===== src/rtl/pattern_capture.sv =====
// Change logger for the bin/dec/hex stimulus buses: every change is timestamped and
// queued in a FWFT FIFO that drains over a valid/ready interface.
module pattern_capture #(
    parameter int unsigned DEPTH  = 16,
    parameter int unsigned TS_W   = 32,
    parameter int unsigned DROP_W = 8
) (
    input  logic                     clk,
    input  logic                     rst_n,
    input  logic                     en,
    input  logic                     clr,
    input  logic [3:0]               bin,
    input  logic [31:0]              dec,
    input  logic [31:0]              hex,
    output logic                     out_valid,
    input  logic                     out_ready,
    output logic [TS_W-1:0]          out_ts,
    output logic [3:0]               out_bin,
    output logic [31:0]              out_dec,
    output logic [31:0]              out_hex,
    output logic [$clog2(DEPTH):0]   level,
    output logic                     overflow,
    output logic [DROP_W-1:0]        drop_cnt
);

    localparam int unsigned PTR_W = $clog2(DEPTH);
    localparam int unsigned LVL_W = PTR_W + 1;
    localparam int unsigned DAT_W = 4 + 32 + 32;
    localparam int unsigned REC_W = TS_W + DAT_W;
    localparam logic [LVL_W-1:0] FullLvl = LVL_W'(DEPTH);
    localparam logic [LVL_W-1:0] OneLvl  = LVL_W'(1);

    logic [TS_W-1:0]   ts_q;
    logic [DAT_W-1:0]  prev_q;
    logic [PTR_W-1:0]  wr_ptr_q, rd_ptr_q, rd_next;
    logic [LVL_W-1:0]  level_q, level_d;
    logic [REC_W-1:0]  head_q, head_d;
    logic [REC_W-1:0]  mem [DEPTH];
    logic              overflow_q, overflow_d;
    logic [DROP_W-1:0] drop_cnt_q, drop_cnt_d;

    logic [DAT_W-1:0]  cur;
    logic              chg, pop, full, push, drop;

    assign cur     = {bin, dec, hex};
    assign chg     = en && (cur != prev_q);
    assign out_valid = (level_q != '0);
    assign pop     = out_valid && out_ready;
    assign full    = (level_q == FullLvl);
    // A pop frees a slot on the same edge, so a full FIFO still accepts a push then.
    assign push    = chg && (!full || pop);
    assign drop    = chg && full && !pop;
    assign rd_next = rd_ptr_q + PTR_W'(1);

    always_comb begin
        head_d = head_q;
        // The head register mirrors mem[rd_ptr]; it bypasses memory when the FIFO is
        // (or is becoming) empty so the record is visible one cycle after the change.
        if (push && (level_q == '0 || (pop && level_q == OneLvl))) begin
            head_d = {ts_q, cur};
        end else if (pop && level_q > OneLvl) begin
            head_d = mem[rd_next];
        end
    end

    always_comb begin
        level_d = level_q;
        unique case ({push, pop})
            2'b10:   level_d = level_q + OneLvl;
            2'b01:   level_d = level_q - OneLvl;
            default: level_d = level_q;
        endcase
    end

    always_comb begin
        overflow_d = overflow_q;
        drop_cnt_d = drop_cnt_q;
        if (clr) begin
            overflow_d = 1'b0;
            drop_cnt_d = '0;
        end else if (drop) begin
            overflow_d = 1'b1;
            if (drop_cnt_q != '1) drop_cnt_d = drop_cnt_q + DROP_W'(1);
        end
    end

    always_ff @(posedge clk or negedge rst_n) begin
        if (!rst_n) begin
            ts_q       <= '0;
            prev_q     <= '0;
            wr_ptr_q   <= '0;
            rd_ptr_q   <= '0;
            level_q    <= '0;
            head_q     <= '0;
            overflow_q <= 1'b0;
            drop_cnt_q <= '0;
        end else begin
            ts_q       <= ts_q + TS_W'(1);
            prev_q     <= cur;
            level_q    <= level_d;
            head_q     <= head_d;
            overflow_q <= overflow_d;
            drop_cnt_q <= drop_cnt_d;
            if (push) wr_ptr_q <= wr_ptr_q + PTR_W'(1);
            if (pop)  rd_ptr_q <= rd_next;
        end
    end

    always_ff @(posedge clk) begin
        if (push) mem[wr_ptr_q] <= {ts_q, cur};
    end

    assign out_ts   = head_q[REC_W-1 -: TS_W];
    assign out_bin  = head_q[DAT_W-1 -: 4];
    assign out_dec  = head_q[63:32];
    assign out_hex  = head_q[31:0];
    assign level    = level_q;
    assign overflow = overflow_q;
    assign drop_cnt = drop_cnt_q;

endmodule


===== config.mk =====
export PLATFORM = sky130hd
export DESIGN_NAME = pattern_capture
export DESIGN_NICKNAME = d
export VERILOG_FILES = /design/src/rtl/pattern_capture.sv
export SDC_FILE = /design/constraint.sdc
export NUM_CORES = 2
export LEC_CHECK = 0
export BUFFER_PORTS_ARGS = -buffer_cell sky130_fd_sc_hd__buf_2
export CAP_MARGIN = 20
export CORE_ASPECT_RATIO = 0.8
export CORE_MARGIN = 5
export CORE_UTILIZATION = 30
export DETAILED_ROUTE_END_ITERATION = 6
export GPL_TIMING_DRIVEN = 0
export SYNTH_ARGS = -nofsm -noshare
export SYNTH_HDL_FRONTEND = slang
export SYNTH_SLANG_ARGS = --single-unit

===== constraint.sdc =====
create_clock -name clk -period 17.7 [get_ports clk]
set_clock_uncertainty 0.05 [all_clocks]
set_input_delay 1.77 -clock clk [delete_from_list [all_inputs] [get_ports clk]]
set_output_delay 1.77 -clock clk [all_outputs]
set_load 0.005 [all_outputs]

==> impl_metrics.yaml <==
status:
  status: "finished, final reports clean"
grt:
  grt_max_degree: 90
  grt.overflow.total: 0
  grt_first_pass_wirelength_um: 261000
  antenna_found_initial: 42
  grt_pass1_vias: 33641
  use_met3_pct: 3.93
  grt_use_met2_pct: 24.4
  busiest_layer: "met2"
  grt_use_met1_pct: 20.0
  grt_util_all_layers_pct: 14.9
sta:
  timing.hold.ws_ns: 0.473
  rsz0062_at_grt: "no"
  finalSetupViolations: 0
  fin_ws_ns: 11.62
  drv_slew: 0
  hold_viol_final: 0
  timing.fmax_ghz: 0.165
  period_minus_slack_ns: 6.08
  period_share_pct: 34.3
  worst_pin_slew_ns: 1.06
  slew_headroom_pct: 29.6
yosys:
  ys_seq_area_share_pct: 76.5
  synth_top_area_share_pct: 68.6
  yosys.cell_types.count: 47
  synth_fa_ha_area_share_pct: 0.197
  synthTopCellsByArea: "edfxtp_1 (69%), mux4_2 (15%), dfrtp_1 (7.9%)"
  ys_seq_elements: 1822
  synth_top_area_cell: "edfxtp_1"
  netlist_area_mm2: 0.0700
  synth.most_common_cell: "edfxtp_1"
  synth_area_per_cell_um2: 22.8
  synth_top_family_by_area: "multiplexers"
  yosys_warnings: 0
  synth_edf_count: 1600
  synthMuxAreaShare_pct: 17.8
  ys_top_cells_by_count: "edfxtp_1 (1,600), mux4_2 (459), dfrtp_1 (222), nor2_1 (117)"
  syn-num-nets: 3155
  synth-simple-area-share_pct: 1.61
  synthFlopType: "edfxtp_1"
  syn_inst: 3071
  synth-compound-area-share_pct: 0.959
  synthArstFlopShare_pct: 12.2
  synthXorXnorAreaFrac_pct: 1.38
placement:
  dp_hpwl_um: 117000
  gp_congestion: 0.718
  post-place-ws_ns: 10.86
  place_area_mm2: 0.0766
  port_buffers: 187
floorplan:
  fp.dieArea_mm2: 0.243
  io_pins: 188
  core_area_mm2: 0.232
  start_util_pct: 30.2
  die_x_um: 550
  chipHeight_um: 442
  rows: 158
pwr:
  seqPwrFrac_pct: 38.4
  peakVddDrop_uv: 130
  clkPwrFrac_pct: 26.8
  power.share.combinational_pct: 34.8
  leakage_nw: 27.4
  cellPowerDensity_mw_per_mm2: 169
  total_power_w: 0.0139
  internal-power_w: 0.00952
  switching_share_pct: 31.5
  switchingPower_w: 0.00439
clocking:
  postCtsSetupBuffers: 0
  cts_resized: 0
  clock_latency_ns: 0.82
  cts_max_path_buffers: 4
  ctsRootBufferMaster: "clkbuf_16"
  cts.clk_slew.worst_paths_ns: 0.06
  cts_buffers: 180
  hold_buffers: 0
  clkSinkCount: 1822
  h-tree-depth: 4
  cts_tree: "built"
setup_path:
  crit_path_end_kind: "register"
  critPathLaunchType: "input port"
  r2r_setup_slack_ns: 12.47
  worstPathRequired_ns: 18.18
  reg2reg_from: "prev_q[9]"
  reg2reg_depth: 15
  r2r-end: "mem[14][27]"
  crit_start: "hex[9]"
  cp.arrival_ns: 6.56
  path_max_fanout: 19
  critPathKind: "input port to register"
detailed_routing:
  drc: 0
  drtIter0Drc: 3493
  totalWireLength_um: 185000
  drtAntennaViolNets: 0
  wl_per_cell_um: 27.1
  vias: 33301
  viasPerCell: 4.88
  drtPass1Iterations: 7
worst_hold_path:
  min_path_type: "register to register"
  hp-start: "rd_ptr_q[1]"
  min_path_cells: 2
  min_to: "rd_ptr_q[1]"
layout:
  syn2layout_area_growth_pct: 17.5
  nFillCells: 21443
  layout.nets: 3642
  stdcell_area_mm2: 0.0823
  drive_gt1_share_pct: 30.8
flow_run:
  max_cap_violations: 0
[layout by cell type (no fill, tap or decap), drive strengths merged, types with 2 or more instances in the layout]
master       n
mux2         2
clkinv      47
ha          11
nand3       22
o21ba        2
xnor2       86
and3        19
o2111ai      4
nor4b        3
dfrtp      222
nand2b       2
a21oi      105
nor2       118
mux4       500
clkinvlp    15
nand2       24
nor3         5
inv         13
xor2        24
or3          5
nand4       22
nor2b        6
mux2i      105
nor4         8
bufinv      11
edfxtp    1600
o21ai        7
buf        399
diode       11
clkbuf     303
[worst max path at each step]
| stage | to | slack [ns] | cells after the start |
|---|---|---|---|
| 2_1_floorplan | mem[12][0] | 3.95 | 8 |
| 3_3_place_gp | mem[12][29] | -12.82 | 8 |
| 3_5_place_dp | mem[14][29] | 10.86 | 16 |
| 4_1_cts | mem[14][30] | 11.71 | 16 |
| 5_1_grt | mem[14][30] | 11.61 | 16 |
| 6_report | mem[14][27] | 11.62 | 16 |
[metal layers]
layer | vias to the layer above | part of all wire (%)
li1 | 13845 | -
met1 | 17943 | 40
met2 | 1240 | 49
met3 | 265 | 8.6
met4 | 8 | 2.3
met5 | - | 0.027
[sequential cells by signal, summed over array words and instances (netlist names)]
name and count:
head_q 100, mem 1600, rd_ptr_q 4, drop_cnt 8, level 5, prev_q 68, overflow 1, wr_ptr_q 4
ts_q 32
[per-stage QoR]
step           instances  TNS [ns]  util, %
3_3_place_gp        6378  -4112.99     32.3
2_1_floorplan       3071         0        -
4_1_cts             6819         0     35.4
6_report            6830         0     35.4
3_5_place_dp        6496         0     33.0
5_1_grt             6822         0     35.4
[power groups by stage]
stage,Sequential [W],Clock [W],Combinational (W)
6_report,0.00535,0.00372,0.00484
3_5_place_dp,0.00544,0,0.00494
4_1_cts,0.00535,0.00379,0.00495
5_1_grt,0.00539,0.00398,0.00516
3_3_place_gp,0.00558,0,0.00479
2_1_floorplan,0.00546,0,0.00306
[cells by family after synthesis]
logic type / after synthesis
XOR/XNOR: 110
buffers and inverters: 160
multiplexers: 607
AO/OA/AOI/OAI: 124
AND/OR/NAND/NOR: 237
adder cells (fa/ha/maj): 11
flip-flops: 1822
[final cells by class]
type                       count  area (um^2)  area share (%)
sequential                  1822        53600            65.2
multi-input combinational   1089        15500            18.8
clock buffer                 247         4950            6.01
tap                         3120         3900            4.75
timing repair buffer         305         2530            3.07
buffer                       150         1000            1.22
clock inverter                76          727           0.884
inverter                      10         37.5          0.0456
antenna                       11         27.5          0.0335
[critical path, cell delays in order]
cell and delay, ns:
buf_2 0.21, xnor2_1 0.49, nand4_1 0.22, nor4_1 0.79, nand3_1 0.69, o21ai_1 0.53, buf_4 0.27, buf_6 0.18
nor4b_2 0.10, buf_4 0.24, buf_4 0.17, buf_4 0.18, buf_4 0.19, buf_6 0.15, buf_4 0.16, buf_4 0.17
No activity file was read; power rests on OpenSTA's default activity.
